File: src/rtl/div_pkg.sv
// Shared constants and FSM state encoding for the sequential 16/8 restoring divider.
package div_pkg;
    localparam int DIV_DW    = 16;
    localparam int DIV_QW    = 8;
    localparam int DIV_ITERS = 8;

    typedef enum logic [1:0] {
        S_IDLE,
        S_CALC,
        S_DONE
    } div_state_t;
endpackage

File: src/rtl/div_restore_step.sv
// One restoring-division step: shift in the next dividend bit, subtract the divisor if it fits.
module div_restore_step
    import div_pkg::*;
(
    input  logic [DIV_QW-1:0] partial,
    input  logic              msb_in,
    input  logic [DIV_QW-1:0] divisor,
    output logic [DIV_QW-1:0] partial_next,
    output logic              qbit
);
    logic [DIV_QW:0] t;
    logic [DIV_QW:0] diff;

    // The extra top bit keeps the compare exact when partial has its MSB set.
    assign t            = {partial, msb_in};
    assign diff         = t - {1'b0, divisor};
    assign qbit         = (t >= {1'b0, divisor});
    assign partial_next = qbit ? diff[DIV_QW-1:0] : t[DIV_QW-1:0];
endmodule

File: src/rtl/div16by8_seq.sv
// Sequential restoring divider: 16-bit dividend / 8-bit divisor, one quotient bit per cycle,
// valid/ready request and response, error cases resolved at accept time.
module div16by8_seq
    import div_pkg::*;
#(
    parameter int DW = DIV_DW,
    parameter int QW = DIV_QW
) (
    input  logic          clk,
    input  logic          rst_n,
    input  logic          in_valid,
    output logic          in_ready,
    input  logic [DW-1:0] dividend,
    input  logic [QW-1:0] divisor,
    output logic          out_valid,
    input  logic          out_ready,
    output logic [QW-1:0] quotient,
    output logic [QW-1:0] remainder,
    output logic          div_by_zero,
    output logic          overflow
);
    div_state_t    state, state_next;
    logic [2:0]    cnt;
    logic [QW-1:0] partial, shift, dvsr;
    logic [QW-1:0] partial_next;
    logic          qbit;
    logic          accept, err_dz, err_ov, last_step;

    assign in_ready  = (state == S_IDLE);
    assign out_valid = (state == S_DONE);
    assign accept    = in_ready && in_valid;
    // Divide-by-zero wins; a high byte >= divisor means the quotient needs more than QW bits.
    assign err_dz    = (divisor == '0);
    assign err_ov    = !err_dz && (dividend[DW-1:QW] >= divisor);
    assign last_step = (state == S_CALC) && (cnt == 3'(DIV_ITERS - 1));

    always_ff @(posedge clk or negedge rst_n) begin
        if (!rst_n) state <= S_IDLE;
        else        state <= state_next;
    end

    always_comb begin
        state_next = state;
        case (state)
            S_IDLE:  if (in_valid) state_next = (err_dz || err_ov) ? S_DONE : S_CALC;
            S_CALC:  if (last_step) state_next = S_DONE;
            S_DONE:  if (out_ready) state_next = S_IDLE;
            default: state_next = S_IDLE;
        endcase
    end

    div_restore_step u_step (
        .partial      (partial),
        .msb_in       (shift[QW-1]),
        .divisor      (dvsr),
        .partial_next (partial_next),
        .qbit         (qbit)
    );

    // Working registers carry no reset: they are always reloaded on accept.
    always_ff @(posedge clk) begin
        if (accept) begin
            partial <= dividend[DW-1:QW];
            shift   <= dividend[QW-1:0];
            dvsr    <= divisor;
        end else if (state == S_CALC) begin
            partial <= partial_next;
            shift   <= {shift[QW-2:0], qbit};
        end
    end

    always_ff @(posedge clk or negedge rst_n) begin
        if (!rst_n)                   cnt <= '0;
        else if (accept)              cnt <= '0;
        else if (state == S_CALC)     cnt <= cnt + 3'd1;
    end

    // Results change only on an error accept or the final iteration, never mid-calculation.
    always_ff @(posedge clk or negedge rst_n) begin
        if (!rst_n) begin
            quotient    <= '0;
            remainder   <= '0;
            div_by_zero <= 1'b0;
            overflow    <= 1'b0;
        end else if (accept && (err_dz || err_ov)) begin
            quotient    <= '1;
            remainder   <= '1;
            div_by_zero <= err_dz;
            overflow    <= err_ov;
        end else if (last_step) begin
            quotient    <= {shift[QW-2:0], qbit};
            remainder   <= partial_next;
            div_by_zero <= 1'b0;
            overflow    <= 1'b0;
        end
    end
endmodule

File: config.mk
export PLATFORM = sky130hd
export DESIGN_NAME = div16by8_seq
export DESIGN_NICKNAME = d
export VERILOG_FILES = /design/src/rtl/div_pkg.sv /design/src/rtl/div_restore_step.sv /design/src/rtl/div16by8_seq.sv
export SDC_FILE = /design/constraint.sdc
export NUM_CORES = 1
export LEC_CHECK = 0
export ABC_CLOCK_PERIOD_IN_PS = 2900
export CORE_ASPECT_RATIO = 1.5
export CORE_UTILIZATION = 50
export DETAILED_ROUTE_END_ITERATION = 16
export PLACE_DENSITY_LB_ADDON = 0.05
export SLEW_MARGIN = 30
export SYNTH_ARGS = -nofsm -noshare
export SYNTH_HDL_FRONTEND = slang
export SYNTH_SLANG_ARGS = --single-unit
File: constraint.sdc
create_clock -name clk -period 2.9 [get_ports clk]
set_input_delay 0.87 -clock clk [delete_from_list [all_inputs] [get_ports clk]]
set_output_delay 0.87 -clock clk [all_outputs]
set_load 0.02 [all_outputs]
==> flow_summary_export.csv <==
group,metric,value,unit
setup_path,cp_num_buf_inv,3,
cells_and_area,diodes,0,
synthesis,async_flop_share,0.4894,
grt,grt_max_degree,24,
setup_path,crit_path_max_incr_delay,530,ps
synthesis,synth_common_cells,"nand2_1, inv_1, edfxtp_1",
detailed_routing,wl_per_cell,16.02,um
clock_tree,ctsHtreeMaxLevel,2,
floorplan,die_w,61.09,um
setup_path,crit_path_start_kind,"input port",
hold_path,hold_end,"quotient[6]",
clock_tree,clock_latency,300,ps
setup_path,cpLargestDelayFamily,"compound AO/OA/AOI/OAI gates",
detailed_routing,vias,2094,
synthesis,synth_cells,252,
detailed_routing,first_pass_iters,4,
setup_path,r2r-end,"partial[6]",
timing,skew,15.90,ps
setup_path,cp_cell_sequence,"clkdlybuf4s50_1, inv_1, ha_1, and3_1, a221oi_2, o211a_1, buf_4, o21a_1, o21ai_0",
clock_tree,clockBufferDepth,2,
floorplan,rows,31,
timing,tns,0,ps
timing,fmax,376.7,MHz
detailed_routing,vias_per_cell,5.525,
timing,finalHoldViolCount,0,
timing,worst_slew_pin_slew,473.7,ps
clock_tree,numCtsBuffers,5,
timing,finalWorstSetupSlack,245.4,ps
setup_path,cp.arrival,2820,ps
timing,relSlewSlack,0.6838,
clock_tree,cts_tree,"done",
synthesis,dominantRegCellSynth,"edfxtp_1",
synthesis,synth-seq-cells,47,
detailed_routing,first_iter_violations,75,
cells_and_area,layout.nets,359,
place,dp_worst_setup_slack,-51.64,ps
place,portBuffers,47,
clock_tree,post_cts_resized,0,
detailed_routing,ant_nets,0,
timing,fin_crit,2655,ps
hold_path,hold_class,"reg -> reg",
grt,grt_use_total,0.2483,
place,hpwl,4.748,mm
setup_path,critPathKind,"in -> reg",
setup_path,worstReg2RegStart,"shift[7]",
setup_path,critPathRequiredTime,3070,ps
synthesis,synth.most_common_cell,"nand2_1",
power,vdd_ir_drop_max,0.0006987,V
grt,grt_pass1_wl,9.998,mm
cells_and_area,drive_gt1_frac,0.09265,
synthesis,synth_cell_types,49,
place,gp_congestion,0.9128,
floorplan,coreArea,4926,um^2
setup_path,cp_max_fo,6,
synthesis,ys_seq_area_frac,0.4950,
setup_path,crit_path_end_kind,"register",
synthesis,avgSynthCellArea,10.39,um^2
synthesis,synth_edf_count,24,
hold_path,whs_path_depth,1,
timing,setup_viol,0,
timing,drv_slew,0,
synthesis,yosysTopAreaCell,"edfxtp_1",
power,power_density,1010,nW/um^2
detailed_routing,top_layer,"met4",
run,drv_cap,0,
synthesis,yosys-top-cells-area,"edfxtp_1, dfrtp_1, ha_1",
detailed_routing,drcViolationCount,0,
setup_path,crit_cells,9,
floorplan,ioPinCount,48,
detailed_routing,wl_met3,180,um
detailed_routing,wl_met2,3.271,mm
clock_tree,hold_buffers,0,
cells_and_area,area_growth,26.56,%
synthesis,synth_top_area_frac,0.2752,
setup_path,rr_worst_depth,8,
timing,min_period_over_period,0.9154,
run_status,outcome,"finished clean",
timing,rsz0062_at_grt,"no",
detailed_routing,routed_wl,6.072,mm
hold_path,hp-start,"quotient[6]",
setup_path,slowest_stage,"clkdlybuf4s50_1",
grt,grt_pass1_vias,2181,
clock_tree,post-cts-setup-buffer-count,0,
clock_tree,cts_root_buf,"clkbuf_8",
floorplan,die_area,5537,um^2
floorplan,die_y,90.64,um
grt,antenna_found_initial,0,
clock_tree,cts.reportedPaths.clkPinSlew,90,ps
clock_tree,cts_sinks,47,
synthesis,synth_fp_nets,299,
synthesis,synth_area,2619,um^2
synthesis,yosys_warnings,0,
power,leakage,1.448,nW
setup_path,rrSetupSlack,650,ps
detailed_routing,drt-met1-wl,2.485,mm
grt,overflow,0,
floorplan,start_util,0.5316,
cells_and_area,fill_cells,432,
stage by stage:
stage	cell area [um^2]	hold WS (ps)	total power [mW]	instances	util
floorplan	2619	457.1	2.402	252	-
global placement	3223	473.6	2.929	371	0.6543
detailed placement	3223	469.5	2.952	371	0.6543
CTS	3314	498.2	3.368	379	0.6728
global route	3314	521.9	3.615	379	0.6728
finish	3314	494.0	3.348	379	0.6728
layer usage:
| metal | vias up | track usage |
|---|---|---|
| met5 | - | 0 |
| met4 | 0 | 0.08523 |
| met3 | 10 | 0.03868 |
| met2 | 43 | 0.4402 |
| met1 | 1004 | 0.2897 |
| li1 | 1037 | - |
sequential cells by signal, summed over array words and instances, names as in the netlist:
| signal | cells |
|---|---|
| dvsr | 8 |
| partial | 8 |
| quotient | 8 |
| remainder | 8 |
| shift | 8 |
| cnt | 3 |
| state | 2 |
| div_by_zero | 1 |
| overflow | 1 |
worst max path at each step:
stage,startpoint,to,slack [ps]
after floorplan,divisor[6],remainder[0],550
after global placement,divisor[7],div_by_zero,-30
after detailed placement,divisor[7],state[1],-50
after CTS,divisor[7],state[1],240
after global routing,divisor[7],state[1],60
final,divisor[7],state[1],250
report_power, final:
group	switching, mW	internal [mW]
logic	0.996	0.760
clock network	0.212	0.193
registers	0.144	1.04
total	1.35	2.00
kinds of logic after synthesis:
| logic type | synth area share |
|---|---|
| compound gates | 0.1997 |
| xor+xnor | 0.003345 |
| fa+ha+maj | 0.09365 |
| buf+inv | 0.05924 |
| flops | 0.4950 |
| mux | 0.01242 |
| simple gates | 0.1367 |
cell type report:
type / instances / area, um^2 / area share
repair buffers: 61 / 575.6 / 0.1737
flip-flops and latches: 47 / 1296 / 0.3911
inverters: 27 / 101.3 / 0.03058
multi-input cells: 170 / 1167 / 0.3522
clock buffers: 7 / 86.33 / 0.02605
clock inverters: 1 / 5.005 / 0.001510
well taps: 66 / 82.58 / 0.02492
worst reg2reg max path, delay by kind of cell, from the launching register on:
family | cells | cell delay, ps
AO/OA/AOI/OAI | 3 | 650
adder cells (fa/ha/maj) | 2 | 620
buffers and inverters | 1 | 80
flip-flops | 1 | 350
multiplexers | 1 | 120
AND/OR/NAND/NOR | 1 | 180
cells in the final DEF, fill, tap and decap left out, types with 4 or more instances in the layout:
cell             netlist  routed
o22a_1                 7       7
edfxtp_1              24      24
o21ai_0                7       7
nand3_1                5       5
a31oi_1               10      10
buf_4                  0      14
a21oi_1                9       9
ha_1                  18      18
a21o_1                 5       5
nand2b_1               6       6
clkbuf_8               0       6
clkdlybuf4s50_1        0      47
nor2_1                21      21
nand2_1               29      29
a32oi_1                4       4
inv_1                 27      27
dfrtp_1               23      23
Power figures use the tool's default switching activity.
